--- src/rtl/bcd_disp_pkg.sv ---
// Shared types, segment patterns and helpers for the BCD result display stage.
// Segment patterns are active-high, bit order {g,f,e,d,c,b,a}.
package bcd_disp_pkg;

    typedef enum logic [1:0] {
        BLANK,
        SHOW,
        ERROR
    } disp_state_t;

    localparam logic [6:0] SEG_0    = 7'h3F;
    localparam logic [6:0] SEG_1    = 7'h06;
    localparam logic [6:0] SEG_2    = 7'h5B;
    localparam logic [6:0] SEG_3    = 7'h4F;
    localparam logic [6:0] SEG_4    = 7'h66;
    localparam logic [6:0] SEG_5    = 7'h6D;
    localparam logic [6:0] SEG_6    = 7'h7D;
    localparam logic [6:0] SEG_7    = 7'h07;
    localparam logic [6:0] SEG_8    = 7'h7F;
    localparam logic [6:0] SEG_9    = 7'h6F;
    localparam logic [6:0] SEG_E    = 7'h79;
    localparam logic [6:0] SEG_DARK = 7'h00;

    // A result is displayable only with no overflow and a units digit of 0..9.
    function automatic logic is_valid_bcd(input logic [5:0] res);
        return !res[5] && (res[3:0] <= 4'd9);
    endfunction

endpackage

--- src/rtl/bcd_result_display_seg7_decode.sv ---
// Combinational digit decoder: 0..9 and 0xE map to glyphs, everything else is dark.
// Output is active-high; polarity is applied by the instantiating block.
module seg7_decode
    import bcd_disp_pkg::*;
(
    input  logic [3:0] digit,
    input  logic       blank,
    output logic [6:0] pattern
);

    always_comb begin
        pattern = SEG_DARK;
        if (!blank) begin
            case (digit)
                4'd0:    pattern = SEG_0;
                4'd1:    pattern = SEG_1;
                4'd2:    pattern = SEG_2;
                4'd3:    pattern = SEG_3;
                4'd4:    pattern = SEG_4;
                4'd5:    pattern = SEG_5;
                4'd6:    pattern = SEG_6;
                4'd7:    pattern = SEG_7;
                4'd8:    pattern = SEG_8;
                4'd9:    pattern = SEG_9;
                4'hE:    pattern = SEG_E;
                default: pattern = SEG_DARK;
            endcase
        end
    end

endmodule

--- src/rtl/bcd_result_display.sv ---
// Two-digit multiplexed seven-segment driver for the BCD adder result, with a
// one-deep pending buffer that is committed only at scan-frame boundaries.
module bcd_result_display
    import bcd_disp_pkg::*;
#(
    parameter int unsigned REFRESH_DIV    = 4096,
    parameter int unsigned BLINK_DIV      = 32,
    parameter bit          SEG_ACTIVE_LOW = 1'b1
) (
    input  logic       clk,
    input  logic       rst,
    input  logic [5:0] res_in,
    input  logic       res_valid,
    output logic       res_ready,
    input  logic       clear,
    output logic [6:0] seg,
    output logic [1:0] an,
    output logic       err
);

    localparam int unsigned RW = $clog2(REFRESH_DIV);
    localparam int unsigned BW = $clog2(2 * BLINK_DIV);
    localparam logic [RW-1:0] REF_LAST   = RW'(REFRESH_DIV - 1);
    localparam logic [BW-1:0] BLINK_LAST = BW'(2 * BLINK_DIV - 1);
    localparam logic [BW-1:0] BLINK_HALF = BW'(BLINK_DIV);
    localparam logic [6:0]    SEG_OFF    = SEG_ACTIVE_LOW ? 7'h7F : 7'h00;

    disp_state_t   state, state_next;
    logic [RW-1:0] ref_cnt;
    logic          dig;
    logic [BW-1:0] blink_cnt;
    logic          pend_full;
    logic [5:0]    pend;
    logic [5:0]    disp;
    logic          ref_tc, frame_end, accept, commit;
    logic          digit_lit;
    logic [3:0]    digit_val;
    logic [6:0]    pattern;

    assign ref_tc    = (ref_cnt == REF_LAST);
    assign frame_end = ref_tc && dig;
    assign res_ready = !pend_full;
    // clear wins over both the handshake and the commit in the same cycle.
    assign accept    = res_valid && !pend_full && !clear;
    assign commit    = frame_end && pend_full && !clear;

    always_ff @(posedge clk or posedge rst) begin
        if (rst) state <= BLANK;
        else     state <= state_next;
    end

    always_comb begin
        state_next = state;
        if (clear)       state_next = BLANK;
        else if (commit) state_next = is_valid_bcd(pend) ? SHOW : ERROR;
    end

    always_ff @(posedge clk or posedge rst) begin
        if (rst) begin
            ref_cnt   <= '0;
            dig       <= 1'b0;
            blink_cnt <= '0;
            pend_full <= 1'b0;
            pend      <= '0;
            disp      <= '0;
        end else begin
            ref_cnt <= ref_tc ? '0 : ref_cnt + 1'b1;
            if (ref_tc) dig <= ~dig;

            if (clear) begin
                pend_full <= 1'b0;
            end else if (commit) begin
                disp      <= pend;
                pend_full <= 1'b0;
            end else if (accept) begin
                pend      <= res_in;
                pend_full <= 1'b1;
            end

            if (commit)
                blink_cnt <= '0;
            else if (frame_end && state == ERROR)
                blink_cnt <= (blink_cnt == BLINK_LAST) ? '0 : blink_cnt + 1'b1;
        end
    end

    // Tens digit only ever shows "1"; leading zero stays dark.
    always_comb begin
        digit_lit = 1'b0;
        digit_val = 4'd0;
        case (state)
            SHOW: begin
                if (!dig) begin
                    digit_lit = 1'b1;
                    digit_val = disp[3:0];
                end else begin
                    digit_lit = disp[4];
                    digit_val = 4'd1;
                end
            end
            ERROR: begin
                if (!dig) begin
                    digit_lit = (blink_cnt < BLINK_HALF);
                    digit_val = 4'hE;
                end
            end
            default: ;
        endcase
    end

    seg7_decode u_decode (
        .digit   (digit_val),
        .blank   (!digit_lit),
        .pattern (pattern)
    );

    always_ff @(posedge clk or posedge rst) begin
        if (rst) begin
            seg <= SEG_OFF;
            an  <= 2'b11;
            err <= 1'b0;
        end else begin
            seg <= SEG_ACTIVE_LOW ? ~pattern : pattern;
            an  <= digit_lit ? (dig ? 2'b01 : 2'b10) : 2'b11;
            err <= (state == ERROR);
        end
    end

endmodule

--- config.mk ---
export PLATFORM = sky130hd
export DESIGN_NAME = bcd_result_display
export DESIGN_NICKNAME = d
export VERILOG_FILES = /design/src/rtl/bcd_disp_pkg.sv /design/src/rtl/bcd_result_display_seg7_decode.sv /design/src/rtl/bcd_result_display.sv
export SDC_FILE = /design/constraint.sdc
export NUM_CORES = 1
export LEC_CHECK = 0
export ABC_CLOCK_PERIOD_IN_PS = 2900
export CAP_MARGIN = 20
export CORE_AREA = 2 2 108 89
export CTS_CLUSTER_DIAMETER = 50
export DETAILED_ROUTE_END_ITERATION = 7
export DIE_AREA = 0 0 110 91
export HOLD_SLACK_MARGIN = 0.03
export PLACE_DENSITY = 0.47
export SLEW_MARGIN = 30
export SYNTH_ARGS = -nofsm -noshare
export SYNTH_HDL_FRONTEND = slang
export SYNTH_SLANG_ARGS = --single-unit
--- constraint.sdc ---
create_clock -name clk -period 2.9 [get_ports clk]
set_input_delay 0.87 -clock clk [delete_from_list [all_inputs] [get_ports clk]]
set_output_delay 0.87 -clock clk [all_outputs]
set_load 0.05 [all_outputs]
==> reports/metrics.csv, run 1 <==
stage,metric,value,unit
critical_path,"setup slack, reg-to-reg",0.35,ns
route,Pre-Repair DR Iteration Count,4,
timing,Slew Limit Fails,0,
clock_network,CTS Sinks,43,
power,Clk pwr share,0.448,
timing,Tmin final,2.55,ns
clock_network,Clock Path Buffers,2,
floorplan,core area,8880,um^2
global_route,vias in the first global route,1403,
synth,Synth Instances,187,
global_route,GRT met1 Usage,0.142,
power,Logic pwr share,0.045,
synth,average cell area after synthesis,11.6,um^2
placement,I/O Buffers,20,
floorplan,Starting Density,0.244,
route,DR vias/cell,4.45,
power,Total Power,1240,uW
clock_network,post-CTS resize count,0,
power,worst vdd ir,190,uV
critical_path,Worst EP required,3.08,ns
min_path,worst hold path class,reg -> reg,
clock_network,worst skew pair latency,0.29,ns
power,cell area power density,471,nW/um^2
critical_path,reg2reg start,state[0]$_DFFE_PP0P_,
global_route,met3 usage,0.0266,
timing,final hold viol count,0,
critical_path,r2r worst-path depth,9,
route,Vias,1464,
clock_network,Post-CTS Setup Bufs,0,
timing,# setup viols final,0,
timing,worst slew pin tran,0.554,ns
outcome,status,completed,
finish,Fillers,898,
power,Psw,252,uW
finish,P&R area growth vs syn,21.9,%
route,DRC,0,
route,Post-DRT Antenna Nets,0,
critical_path,Critical Path Source Type,flip-flop,
finish,diode count,0,
global_route,largest net degree at the start of global routing,44,
floorplan,Rows,31,
global_route,initial antenna violation count,0,
synth,Post-synth EDFFs,0,
flow_run,max-cap viol count,0,
route,DRT Wirelength,4160,um
placement,GP Congestion,0.825,
clock_network,clk slew on worst S/H paths,0.08,ns
min_path,Hold Path Depth,1,
power,Pleak,0.00104,uW
synth,prevailing post-synth register cell,dfrtp_1,
global_route,GRT Max-Usage Layer,met1,
global_route,GR Util met2,0.120,
timing,period utilization,0.880,
floorplan,DIE HEIGHT,91,um
timing,Fmax,392,MHz
synth,ys async rst share,1.00,
clock_network,root buffer cell,clkbuf_8,
floorplan,# IOs,21,
finish,nets,233,
clock_network,Inserted Clock Buffers,5,
route,DR WL/cell,12.7,um
floorplan,Chip Width,110,um
timing,skew final,0.00749,ns
synth,syn nets,207,
min_path,Worst Hold End,ref_cnt[0]$_DFF_PP0_,
placement,dpl cells,321,
critical_path,CP arrival,2.73,ns
global_route,total gr overflow,0,
timing,slew margin rel.,0.631,
route,DR iter-0 viols,55,
finish,layout cells sized above 1,0.210,
synth,flop and latch count out of synthesis,43,
critical_path,critical path peak fanout,8,
synth,synth warn,0,
synth,Post-Synthesis Cell Area,2170,um^2
power,switching part of the total power,0.202,
min_path,worst hold start,ref_cnt[0]$_DFF_PP0_,
finish,final instance count without filler cells,329,
synth,sequential element share of the synthesized area,0.502,
clock_network,Hold Buf Count CTS,0,
critical_path,critical path type,reg -> reg,
timing,RSZ-0062 raised after global routing,no,
global_route,first-pass GRT wire length,7070,um
global_route,Tot GR Track Use,0.0904,
power,Int Power,991,uW
floorplan,Die ar.,10000,um^2
power,Seq pwr share,0.507,
critical_path,FF-to-FF End,seg[6]$_DFF_PP1_,
clock_network,H-tree Lvls,2,
synth,Unique masters post-synth,47,
placement,detailed-placement wirelength estimate,2980,um
clock_network,CTS tree,built,
critical_path,Crit. End Element,flip-flop,
timing,setup TNS,0,ns
-- power by group through the flow --
stage               registers [uW]  clock network (uW)  logic, uW
global route                   632                 602       62.9
finish                         630                 557       56.4
detailed placement             641                   0       58.6
floorplan                      637                   0       35.4
CTS                            630                 577       59.0
global placement               641                   0       58.4
-- placed cells by master, fill, tap and decap left out, types with 2 or more instances in the layout --
master	netlist	layout
a311oi_1	2	2
a21oi_1	6	6
bufinv_16	0	2
buf_4	1	3
clkbuf_8	0	5
clkdlybuf4s50_1	0	20
nor4_4	2	2
ha_1	10	10
xor2_1	4	4
and3_1	2	2
nand4_1	6	6
inv_1	10	9
nand2b_1	2	2
or2_1	2	2
nand2_1	7	7
o211ai_1	3	3
nand3_1	6	6
xnor2_1	6	6
and4_1	3	3
o21ai_0	9	9
nor4_1	3	3
nor3_1	4	4
mux2i_1	3	3
mux2_2	12	12
or2_2	2	2
dfstp_2	9	9
dfrtp_1	34	34
nor2_1	14	14
a31oi_1	3	3
-- metrics by stage --
| step | hold slack (ns) | setup WS (ns) | cell area, um^2 | util |
|---|---|---|---|---|
| after detailed placement | 0.484 | 0.401 | 2500 | 0.282 |
| after CTS | 0.496 | 0.360 | 2640 | 0.297 |
| after global placement | 0.474 | 0.487 | 2500 | 0.282 |
| final | 0.490 | 0.349 | 2640 | 0.297 |
| after floorplan | 0.448 | 0.628 | 2170 | - |
| after global routing | 0.519 | 0.130 | 2640 | 0.297 |
-- flip-flops by register name (all words and copies together) (netlist names) --
| signal | cells |
|---|---|
| pend_full | 1 |
| an | 2 |
| pend | 6 |
| err | 1 |
| ref_cnt | 12 |
| blink_cnt | 6 |
| state | 2 |
| dig | 1 |
| disp | 5 |
| seg | 7 |
-- cell usage after synthesis (2+ instances only) --
master    number  area share
dfrtp_1       34        0.39
nor2_1        14       0.024
mux2_2        12       0.062
ha_1          10       0.058
inv_1         10       0.017
dfstp_2        9        0.11
o21ai_0        9       0.021
nand2_1        7       0.012
a21oi_1        6       0.014
nand3_1        6       0.014
nand4_1        6       0.017
xnor2_1        6       0.024
nor3_1         4      0.0092
xor2_1         4       0.016
a31oi_1        3      0.0087
and4_1         3       0.012
mux2i_1        3       0.014
nor4_1         3      0.0087
o211ai_1       3       0.010
a311oi_1       2      0.0081
and3_1         2      0.0058
buf_2          2      0.0046
nand2b_1       2      0.0058
nor4_4         2       0.020
or2_1          2      0.0058
or2_2          2      0.0058
-- layout make-up --
cell class | instances | area (um^2) | share of cell area
tap | 115 | 144 | 0.0545
clock buffer | 5 | 68.8 | 0.0261
multi-input combinational | 130 | 1010 | 0.383
clock inverter | 3 | 67.6 | 0.0256
inverter | 10 | 37.5 | 0.0142
sequential | 43 | 1090 | 0.412
timing repair buffer | 23 | 223 | 0.0844
-- worst max path at each step --
stage | start | to | slack [ns]
4_1_cts | pend_full$_DFFE_PP0P_ | res_ready | 0.36
5_1_grt | state[0]$_DFFE_PP0P_ | seg[6]$_DFF_PP1_ | 0.13
6_report | state[0]$_DFFE_PP0P_ | seg[6]$_DFF_PP1_ | 0.35
3_3_place_gp | clear | disp[2]$_DFFE_PP0P_ | 0.49
3_5_place_dp | state[0]$_DFFE_PP0P_ | seg[6]$_DFF_PP1_ | 0.40
2_1_floorplan | state[0]$_DFFE_PP0P_ | seg[6]$_DFF_PP1_ | 0.63
-- logic make-up after synthesis --
family,after synthesis,share of synthesized area
flip-flops,43,0.502
multiplexers,15,0.0763
buffers and inverters,14,0.0306
AO/OA/AOI/OAI,33,0.102
XOR/XNOR,10,0.0404
AND/OR/NAND/NOR,62,0.191
adder cells (fa/ha/maj),10,0.0578
-- metal layers --
layer	share of wire	wire, um	vias to the layer above
li1	-	-	733
met1	0.55	2300	699
met2	0.40	1650	30
met3	0.046	192	2
met4	0.0041	17	0
met5	0	0	-
-- critical path, stage by stage, from the launching register on --
cell,delay (ns)
dfrtp_1,0.40
inv_1,0.08
ha_1,0.34
or2_1,0.32
or2_2,0.38
inv_1,0.11
ha_1,0.19
nor3_1,0.06
o21ai_0,0.34
o311ai_0,0.24
Note: power is estimated with default switching activity, not from simulation.
==> run 2: changes to the inputs <==
--- a/config.mk
+++ b/config.mk
@@ -7,12 +7,12 @@
 export LEC_CHECK = 0
 export ABC_CLOCK_PERIOD_IN_PS = 2900
 export CAP_MARGIN = 20
-export CORE_AREA = 2 2 108 89
+export CORE_AREA = 2 2 77 64
 export CTS_CLUSTER_DIAMETER = 50
 export DETAILED_ROUTE_END_ITERATION = 7
-export DIE_AREA = 0 0 110 91
+export DIE_AREA = 0 0 79 66
 export HOLD_SLACK_MARGIN = 0.03
-export PLACE_DENSITY = 0.47
+export PLACE_DENSITY = 0.76
 export SLEW_MARGIN = 30
 export SYNTH_ARGS = -nofsm -noshare
 export SYNTH_HDL_FRONTEND = slang
==> reports/metrics.csv, run 2 (same netlist as run 1, synthesis figures left out) <==
stage,metric,value,unit,change
outcome,status,completed,,
clock_network,CTS Sinks,43,,unchanged
flow_run,max-cap viol count,0,,unchanged
placement,GP Congestion,0.824,,about the same
critical_path,"Cell Chain, Critical Path",inv_1 -> clkdlybuf4s50_1,,
clock_network,Hold Buf Count CTS,0,,unchanged
floorplan,DIE HEIGHT,66,um,-27%
clock_network,worst skew pair latency,0.30,ns,about the same
route,DR vias/cell,5.37,,+21%
timing,RSZ-0062 raised after global routing,no,,
critical_path,r2r worst-path depth,9,,unchanged
finish,sequential cell area,1090,um^2,unchanged
global_route,initial antenna violation count,0,,unchanged
route,Vias,1466,,+0.14%
global_route,first-pass GRT wire length,6750,um,-4.6%
finish,most frequent cells in the layout,"dfrtp_1, clkdlybuf4s50_1, nor2_1",,
timing,Slew Limit Fails,0,,unchanged
floorplan,Chip Width,79,um,-28%
finish,diode count,0,,unchanged
critical_path,critical path's slowest cell,clkdlybuf4s50_1,,
timing,final hold viol count,0,,unchanged
critical_path,critical path type,reg -> out,,
global_route,vias in the first global route,1408,,+0.36%
clock_network,Inserted Clock Buffers,5,,unchanged
critical_path,CP arrival,1.67,ns,-1.06 ns
min_path,Worst Hold End,ref_cnt[0]$_DFF_PP0_,,
route,Post-DRT Antenna Nets,0,,unchanged
timing,setup TNS,0,ns,unchanged
clock_network,Post-CTS Setup Bufs,0,,unchanged
critical_path,FF-to-FF End,seg[6]$_DFF_PP1_,,
critical_path,Worst EP required,2.03,ns,-1.05 ns
floorplan,Rows,22,,-29%
critical_path,"slowest stage delay, CP",0.80,ns,+0.40 ns
timing,Fmax,394,MHz,+0.58%
power,Pleak,0.00103,uW,-0.70%
placement,detailed-placement wirelength estimate,2690,um,-9.5%
power,worst vdd ir,354,uV,+86%
min_path,worst hold start,ref_cnt[0]$_DFF_PP0_,,
timing,worst slew pin tran,0.529,ns,-0.0253 ns
critical_path,CP Launch Point,pend_full$_DFFE_PP0P_,,
finish,Largest Register,ref_cnt,,
finish,nets,232,,-0.43%
timing,Tmin final,2.54,ns,-0.0148 ns
critical_path,"delay-heaviest family, CP",buffers and inverters,,
placement,I/O Buffers,20,,unchanged
critical_path,worst path bufs/invs,2,,unchanged
clock_network,clk slew on worst S/H paths,0.09,ns,about the same
floorplan,Starting Density,0.486,,+0.242
timing,skew final,0.0114,ns,+0.00387 ns
floorplan,# IOs,21,,unchanged
placement,dpl cells,265,,-17%
power,cell area power density,458,nW/um^2,-2.7%
placement,"Cell Area, Placed",2430,um^2,-3.0%
finish,layout cells sized above 1,0.207,,-0.00371
route,DRC,0,,unchanged
finish,post-route cell area,2540,um^2,-3.6%
finish,final instance count without filler cells,273,,-17%
global_route,total gr overflow,0,,unchanged
clock_network,CTS tree,built,,
route,Pre-Repair DR Iteration Count,4,,unchanged
clock_network,H-tree Lvls,2,,unchanged
critical_path,"setup slack, reg-to-reg",0.38,ns,+0.03 ns
timing,# setup viols final,0,,unchanged
finish,"most common cell after layout, fill and taps aside",dfrtp_1,,
critical_path,critical path peak fanout,7,,-1
finish,Util after Layout,0.570,,+0.273
critical_path,Critical Path Source Type,flip-flop,,
clock_network,Clock Path Buffers,2,,unchanged
clock_network,post-CTS resize count,0,,unchanged
route,DR iter-0 viols,75,,+36%
min_path,worst hold path class,reg -> reg,,
route,DR WL/cell,13.8,um,+9.1%
finish,top flop regs,"ref_cnt x12, seg x7",,
global_route,Tot GR Track Use,0.170,,+0.0792
finish,max reg flops,12,,unchanged
power,Total Power,1160,uW,-6.3%
route,DRT Wirelength,3770,um,-9.5%
global_route,largest net degree at the start of global routing,44,,unchanged
critical_path,reg2reg start,state[0]$_DFFE_PP0P_,,
finish,Fillers,398,,-56%
timing,slew margin rel.,0.648,,+0.0169
min_path,Hold Path Depth,1,,unchanged
critical_path,Crit. End Element,output pin,,
finish,area of the multi-input gates,1010,um^2,unchanged
floorplan,Die ar.,5210,um^2,-48%
timing,period utilization,0.875,,-0.00509
floorplan,core area,4460,um^2,-50%
clock_network,root buffer cell,clkbuf_8,,
finish,P&R area growth vs syn,17.4,%,
[run 2: worst max path at each step]
| stage | end | slack (ns) | cells past startpoint |
|---|---|---|---|
| floorplan | seg[6]$_DFF_PP1_ | 0.63 | 10 |
| global placement | disp[0]$_DFFE_PP0P_ | 0.50 | 5 |
| detailed placement | seg[6]$_DFF_PP1_ | 0.41 | 9 |
| CTS | res_ready | 0.36 | 2 |
| global route | seg[6]$_DFF_PP1_ | 0.09 | 9 |
| finish | res_ready | 0.36 | 2 |
[run 2: worst register-to-register path: stages, from the launching register on]
cell	delay (ns)
dfrtp_1	0.39
inv_1	0.07
ha_1	0.33
or2_1	0.30
or2_2	0.37
inv_1	0.11
ha_1	0.20
nor3_1	0.07
o21ai_0	0.35
o311ai_0	0.24
[run 2: stage by stage]
| stage | hold slack [ns] | setup WS, ns |
|---|---|---|
| after floorplan | 0.448 | 0.628 |
| after global placement | 0.470 | 0.501 |
| after detailed placement | 0.476 | 0.414 |
| after CTS | 0.487 | 0.363 |
| after global routing | 0.514 | 0.0933 |
| final | 0.487 | 0.363 |
[run 2: where the power goes]
part	leakage, uW	total (uW)	internal (uW)	switching [uW]
sequential	0.000509	630	617	13.6
clock	0.0000587	479	261	218
combinational	0.000465	55.0	30.8	24.2
total	0.00103	1160	909	256
[run 2: cell type report]
| type | instances | share of cell area |
|---|---|---|
| Sequential cell | 43 | 0.427 |
| Multi-Input combinational cell | 130 | 0.398 |
| Timing Repair Buffer | 22 | 0.0846 |
| Tap cell | 60 | 0.0295 |
| Clock buffer | 5 | 0.0271 |
| Clock inverter | 3 | 0.0187 |
| Inverter | 10 | 0.0148 |
[run 2: layer usage]
layer,share of wire,global-route usage,vias up
met5,0,0,-
met4,0.016,0.0754,0
met3,0.040,0.0396,4
met2,0.43,0.248,30
met1,0.52,0.241,704
li1,-,-,728
